<file path="config.mk">
export PLATFORM = sky130hd
export DESIGN_NAME = ssf_sample_port
export DESIGN_NICKNAME = d
export VERILOG_FILES = /design/src/rtl/ssf_sample_port.sv
export SDC_FILE = /design/constraint.sdc
export NUM_CORES = 1
export LEC_CHECK = 0
export ABC_AREA = 1
export ABC_CLOCK_PERIOD_IN_PS = 5200
export CAP_MARGIN = 20
export CELL_PAD_IN_SITES_DETAIL_PLACEMENT = 0
export CELL_PAD_IN_SITES_GLOBAL_PLACEMENT = 1
export CORE_AREA = 4 4 331 495
export DETAILED_ROUTE_END_ITERATION = 8
export DIE_AREA = 0 0 335 499
export GPL_TIMING_DRIVEN = 0
export PLACE_DENSITY = 0.6
export SLEW_MARGIN = 30
export SYNTH_ARGS = -nofsm -noshare
export SYNTH_HDL_FRONTEND = slang
export SYNTH_SLANG_ARGS = --single-unit
</file>
<file path="constraint.sdc">
create_clock -name clk -period 5.2 [get_ports clk]
set_input_delay 1.04 -clock clk [delete_from_list [all_inputs] [get_ports clk]]
set_output_delay 1.04 -clock clk [all_outputs]
set_load 0.02 [all_outputs]
</file>
<file path="src/rtl/ssf_sample_port.sv">
// SSF sample-port responder: buffers upstream samples and serves one per req_in
// advance, and captures io_out strobes into a show-ahead FIFO for a valid/ready sink.

module ssf_fifo #(
  parameter int W     = 32,
  parameter int DEPTH = 16
) (
  input  logic         clk,
  input  logic         rst_n,
  input  logic         push,
  input  logic [W-1:0] wdata,
  input  logic         pop,
  output logic [W-1:0] rdata,
  output logic         full,
  output logic         empty
);
  localparam int AW = $clog2(DEPTH);

  logic [W-1:0] mem [DEPTH];
  logic [AW:0]  wptr, rptr;

  always_ff @(posedge clk or negedge rst_n) begin
    if (!rst_n) begin
      wptr <= '0;
      rptr <= '0;
    end else begin
      if (push) wptr <= wptr + 1'b1;
      if (pop)  rptr <= rptr + 1'b1;
    end
  end

  // Storage needs no reset: pointers alone define what is valid.
  always_ff @(posedge clk) begin
    if (push) mem[wptr[AW-1:0]] <= wdata;
  end

  assign rdata = mem[rptr[AW-1:0]];
  assign empty = (wptr == rptr);
  assign full  = (wptr[AW] != rptr[AW]) && (wptr[AW-1:0] == rptr[AW-1:0]);
endmodule

module ssf_sample_port #(
  parameter int DATA_W    = 32,
  parameter int IN_DEPTH  = 16,
  parameter int OUT_DEPTH = 16,
  parameter int CNT_W     = 16
) (
  input  logic              clk,
  input  logic              rst_n,
  input  logic [DATA_W-1:0] s_data,
  input  logic              s_valid,
  output logic              s_ready,
  output logic [DATA_W-1:0] sample_out,
  input  logic [1:0]        req_in,
  input  logic [DATA_W-1:0] io_out,
  input  logic [1:0]        out_en,
  output logic [DATA_W-1:0] m_data,
  output logic              m_valid,
  input  logic              m_ready,
  input  logic              clr_stats,
  output logic              primed,
  output logic              underrun,
  output logic [CNT_W-1:0]  underrun_cnt,
  output logic [CNT_W-1:0]  overflow_cnt,
  output logic [CNT_W-1:0]  proto_err_cnt
);
  typedef enum logic {PRIME, RUN} state_t;

  state_t            state, state_nxt;
  logic              in_push, in_pop, in_full, in_empty;
  logic [DATA_W-1:0] in_head;
  logic              out_push, out_pop, out_full, out_empty;
  logic              ur_ev, ovf_ev;
  logic [1:0]        proto_inc;

  function automatic logic [CNT_W-1:0] sat_add(input logic [CNT_W-1:0] a,
                                               input logic [1:0]       inc);
    logic [CNT_W:0] s;
    s = {1'b0, a} + {{(CNT_W-1){1'b0}}, inc};
    return s[CNT_W] ? {CNT_W{1'b1}} : s[CNT_W-1:0];
  endfunction

  assign s_ready = !in_full;
  assign in_push = s_valid && s_ready;

  ssf_fifo #(.W(DATA_W), .DEPTH(IN_DEPTH)) u_in_fifo (
    .clk(clk), .rst_n(rst_n), .push(in_push), .wdata(s_data),
    .pop(in_pop), .rdata(in_head), .full(in_full), .empty(in_empty)
  );

  always_comb begin
    state_nxt = state;
    in_pop    = 1'b0;
    ur_ev     = 1'b0;
    unique case (state)
      PRIME: if (!in_empty) begin
        in_pop    = 1'b1;
        state_nxt = RUN;
      end
      RUN: if (req_in == 2'd1) begin
        in_pop = !in_empty;
        ur_ev  = in_empty;
      end
      default: state_nxt = PRIME;
    endcase
  end

  always_ff @(posedge clk or negedge rst_n) begin
    if (!rst_n) begin
      state      <= PRIME;
      sample_out <= '0;
      primed     <= 1'b0;
    end else begin
      state <= state_nxt;
      if (in_pop) sample_out <= in_head;
      if (state == PRIME && state_nxt == RUN) primed <= 1'b1;
    end
  end

  // A full output FIFO still takes a write when its head leaves on the same edge.
  assign m_valid  = !out_empty;
  assign out_pop  = m_valid && m_ready;
  assign out_push = (out_en == 2'd1) && (!out_full || out_pop);
  assign ovf_ev   = (out_en == 2'd1) && out_full && !out_pop;

  ssf_fifo #(.W(DATA_W), .DEPTH(OUT_DEPTH)) u_out_fifo (
    .clk(clk), .rst_n(rst_n), .push(out_push), .wdata(io_out),
    .pop(out_pop), .rdata(m_data), .full(out_full), .empty(out_empty)
  );

  assign proto_inc = {1'b0, req_in[1]} + {1'b0, out_en[1]};

  always_ff @(posedge clk or negedge rst_n) begin
    if (!rst_n) begin
      underrun      <= 1'b0;
      underrun_cnt  <= '0;
      overflow_cnt  <= '0;
      proto_err_cnt <= '0;
    end else if (clr_stats) begin
      underrun      <= 1'b0;
      underrun_cnt  <= '0;
      overflow_cnt  <= '0;
      proto_err_cnt <= '0;
    end else begin
      if (ur_ev) underrun <= 1'b1;
      underrun_cnt  <= sat_add(underrun_cnt, {1'b0, ur_ev});
      overflow_cnt  <= sat_add(overflow_cnt, {1'b0, ovf_ev});
      proto_err_cnt <= sat_add(proto_err_cnt, proto_inc);
    end
  end
endmodule

</file>
After elaboration in Yosys (flattened, before gate mapping):

Memory sizes are Yosys's and may differ from the RTL's. A register that Yosys moved wholly into a read port is not among the register bits.
Cells that the tools add are included.

* add/subtract/negate cells: 8
* equal/unequal tests: 8
* muxes and demuxes: 18
* bitwise logic cells: 1
* reduce and logical (&&, ||, !) cells: 16

Operators by type and width (number)
* $mux W16: 6
* $add A16 B1 Y17: 2
* $add A5 B1 Y5 const B: 4
* $add A16 B2 Y17: 1
* $mux W1: 11
* $eq A5 B5 Y1: 2
* $eq A4 B4 Y1: 2
* $logic_and A1 B1 Y1: 8
* $logic_not A1 Y1: 6
* $eq A2 B1 Y1 const B: 2
* $add A1 B1 Y2: 1
* $ne A1 B1 Y1: 2
* $pmux W1 S2: 1
* $reduce_bool A2 Y1: 1
* $logic_or A1 B1 Y1: 1
* $not A1 Y1: 1

* flip-flop bits (word level): 71
* bits in writable memories: 1024
* input bits: 73
* output and inout bits: 116
* logic and storage cells: 63
* memories kept: 2

Memory list
* u_in_fifo.mem: words 16, width 32, read ports 1, clocked after Yosys merged registers in 1, wr ports 1, line 19 `logic [W-1:0] mem [DEPTH];`
* u_out_fifo.mem: words 16, width 32, read ports 1, clocked after Yosys merged registers in 0, wr ports 1, line 19

Depth between registers and ports, before layout:

* depth after elaboration: 8
* depth in mapped cells: 18
* mapped depth without buffers: 17

Cells and area by module:

From an unflattened synthesis, not the netlist that was laid out.

* cells, all modules: 4996
* area total of the unflattened synthesis: 49952.9 um^2

By module, submodules not included
* ssf_fifo at u_in_fifo: instances 1, cells each 2258, area each 22905.7 um^2, sequential area each 15625.0 um^2
* ssf_fifo at u_out_fifo: instances 1, cells each 2258, area each 22815.6 um^2, sequential area each 15625.0 um^2
* ssf_sample_port: instances 1, cells each 480, area each 4231.6 um^2, sequential area each 2077.0 um^2

Worst setup path before layout:

Ideal clock, no wire load.

* kind: input port to flip-flop
* start point: input out_en[0]
* end point: memory u_out_fifo.mem[12][0], enable pin
* setup time: 0.461 ns
* arrival: 3.794 ns
* required time: 4.739 ns
* setup slack: 0.945 ns
* stages on the path: 5
* path buffers: 1
* cell sequence: inv_1 > nor2_1 > nand2_4 > buf_6 > nor3_1

* longest elaborated chain between the ends: 4

Ends and longest elaborated chain
* start: declaration: line 56 `input logic [1:0] out_en,`
* $eq A2 B1 Y1: line 123 `assign out_push = (out_en == 2'd1) && (!out_full || out_pop);`
* $logic_and A1 B1 Y1: line 123
* $mux W1: line 34 `if (push) mem[wptr[AW-1:0]] <= wdata;`
* $mux W1 (implied by the code): line 34
* end: declaration: line 19

No other way between the ends.

Final worst setup path:

* start point: register u_out_fifo.rptr[1]
* end point: output m_data[0]

* longest elaborated chain between the ends: 1

Ends and longest elaborated chain
* start: declaration: line 20 `logic [AW:0] wptr, rptr;`
* start signal: assignment: line 28 `if (pop) rptr <= rptr + 1'b1;`
* $mem_v2 Z16 W32
* end: declaration: line 57 `output logic [DATA_W-1:0] m_data,`

No other way between the ends.

==> reports/metrics.yaml <==
run_status:
  outcome: "finished, final reports clean"
critical_path:
  crit_fanout: 10
  crit_chain: "buf_2 > buf_2 > clkbuf_1 > o21ai_0 > o22ai_1 > nand2_1 > nand3_1 > clkdlybuf4s50_1"
  r2r_slack_ns: 2.02
  cp.arrival_ns: 3.75
  worst_setup_path_end_kind: "primary output"
  crit_path_max_incr_delay_ns: 0.67
  rr_worst_depth: 15
  start_kind: "register"
  cp_slowest_cell: "clkdlybuf4s50_1"
  worstPathRequired_ns: 4.16
  cp_common_cell: "buf_2"
  worst-setup-path-type: "reg2out"
clock_network:
  cts_tree: "yes"
  clk_latency_ns: 0.76
  cts.sinks: 1127
  cts_root_buf: "clkbuf_16"
  cts_max_level: 3
  cts_resized: 0
  numCtsBuffers: 111
  clk_pin_slew_ns: 0.06
  hold_buffers: 0
  post-cts-setup-buffer-count: 0
  cts_buffer_depth: 3
power:
  p_comb_frac: 0.350
  swShare: 0.377
  peakVddDrop_mv: 0.386
  power_density_mw_per_mm2: 515
  clkPwrFrac: 0.284
  power.leakage_nw: 22.7
  p_switching_mw: 11.2
  p_seq_frac: 0.366
  internal-power_mw: 18.4
  finalPower_mw: 29.6
placement:
  port_buffers: 187
  pre_cts_ws_ns: 1.06
  finalWeightedCongestion: 0.792
  hpwlAfterDp_um: 109000
die:
  core_area_mm2: 0.159
  ios: 189
  die-area_mm2: 0.167
  die_w_um: 335
  die_y_um: 499
  fp-row-count: 179
  start_util: 0.299
min_path:
  hold_class: "in2async"
yosys:
  synthAdderAreaFrac: 0.00437
  ys_types: 38
  yosys-top-cells-count: "nand2_1, edfxtp_1, inv_1"
  yosys-mux-area-fraction: 0
  ys_seq_elements: 1127
  yosysSeqAreaShare: 0.701
  synth.avg_cell_area_um2: 11.0
  synth_ff_type: "edfxtp_1"
  synth_xor_area_frac: 0.00789
  synth_area_mm2: 0.0476
  synth-simple-area-share: 0.167
  synth_top_area_share: 0.646
  synth_cells: 4336
  synth_enable_flop_cells: 1024
  yosysWarnings: 0
  yosys.cell_count.top_type: "nand2_1"
  synth-async-reset-ratio: 0.0914
  netlist.top_cell.by_area: "edfxtp_1"
  synthTopCellsByArea: "edfxtp_1, nand2_1, dfrtp_1"
  synth_top_family_by_area: "simple AND/OR/NAND/NOR gates"
  syn_nets: 4425
  synth_compound_area_frac: 0.0504
sta:
  period_share: 0.921
  fin_crit_ns: 4.79
  maxSlewViolCount: 0
  max_freq_ghz: 0.209
  setup_viol: 0
  fin_skew_ns: 0.0670
  tightest_slew_ns: 0.928
  fin_setup_tns_ns: 0
  slew-limit-headroom: 0.381
  fin_ws_ns: 0.410
  final_hold_viol_count: 0
  rsz0062_at_grt: "false"
layout:
  final_nets: 4898
  drive_gt1_frac: 0.112
  areaGrowthSynthToFinish_pct: 20.9
  num-fill-cells: 15900
grt:
  grt_pass1_wl_um: 215000
  overflow: 0
  track_usage: 0.175
  grt_start_max_net_pins: 63
  use_met1: 0.193
  top_usage_layer: "met2"
  use_met3: 0.0270
  antenna_found_initial: 13
  grt_pass1_vias: 32600
  met2_usage: 0.336
route:
  postRouteAntennaNets: 0
  route.vias.total: 32300
  wl_per_cell_um: 21.3
  initialDrtViolationCount: 1949
  routed_wl_um: 149000
  route.detailed.drc: 0
  viasPerCell: 4.61
  drtPass1Iterations: 8
job:
  maxCapViolations: 0
[state kept, by name, indices dropped and copies added (netlist names), 5 cells and up]
register and count:
u_in_fifo.rptr 5, u_in_fifo.mem 512, sample_out 32, u_out_fifo.wptr 5, underrun_cnt 16, u_out_fifo.rptr 5, u_in_fifo.wptr 5, u_out_fifo.mem 512
proto_err_cnt 16, overflow_cnt 16
[path summary, 6_finish.rpt]
path	startpoint	endpoint
min in group clk	primed	primed
worst min register to register	primed	primed
worst max-delay path	u_out_fifo.rptr[1]	m_data[0]
max in group asynchronous	rst_n	u_out_fifo.wptr[1]
worst min-delay path	rst_n	sample_out[24]
worst max register to register	u_in_fifo.rptr[0]	underrun_cnt[14]
[cell type report]
type                            count  area (µm²)  area share
Sequential cell                  1127       33300       0.580
Antenna cell                        8        20.0    0.000348
Tap cell                         2081        2600      0.0453
Clock inverter                     73         866      0.0151
Multi-Input combinational cell   2414       11100       0.193
Clock buffer                      138        2960      0.0515
Buffer                            224        1170      0.0203
Inverter                          571        2140      0.0373
Timing Repair Buffer              360        3330      0.0578
[cells in the final DEF (no fill, tap or decap), types with 14 or more instances in the layout]
master,count
nand2_1,1067
edfxtp_1,1024
inv_1,565
nand3_1,427
nor2_1,356
o21ai_0,264
clkdlybuf4s50_1,186
buf_4,175
clkbuf_16,111
dfrtp_1,103
buf_2,102
clkbuf_1,91
o211ai_1,64
o22ai_1,64
a21oi_1,33
buf_6,30
nor3_2,30
xor2_1,25
clkinv_2,22
xnor2_1,16
ha_1,15
clkinv_1,14
[through the flow]
step	instances	cell area, µm²	util	hold slack (ns)
floorplan	4336	47600	-	0.485
global placement	6604	52000	0.327	0.451
detailed placement	6777	53700	0.337	0.450
CTS	6988	57500	0.362	0.138
global route	6990	57500	0.362	0.176
finish	6996	57500	0.362	0.202
[power groups by stage]
stage	Clock [mW]	Sequential (mW)	Combinational, mW
CTS	8.64	10.8	10.5
global placement	0	11.1	10.2
finish	8.40	10.8	10.4
detailed placement	0	11.0	10.5
global route	8.96	10.9	11.3
floorplan	0	11.1	5.63
[metal layers]
| metal | vias to the layer above | share of wire | routed length (µm) |
|---|---|---|---|
| met5 | - | 0.00056 | 84 |
| met4 | 10 | 0.031 | 4660 |
| met3 | 253 | 0.045 | 6700 |
| met2 | 758 | 0.54 | 80700 |
| met1 | 15800 | 0.38 | 56600 |
| li1 | 15400 | - | - |
[logic make-up after synthesis]
logic type / after synthesis
adder cells (fa/ha/maj): 16
XOR/XNOR: 42
flip-flops: 1127
AND/OR/NAND/NOR: 1926
AO/OA/AOI/OAI: 430
buffers and inverters: 795
[critical path: cells and delay by family (launching register included)]
family          cells  cell delay [ns]
buf+inv             4             1.87
compound gates      2             0.52
flops               1             0.34
simple gates        2             0.26
Note: power is estimated with default switching activity, not from simulation.
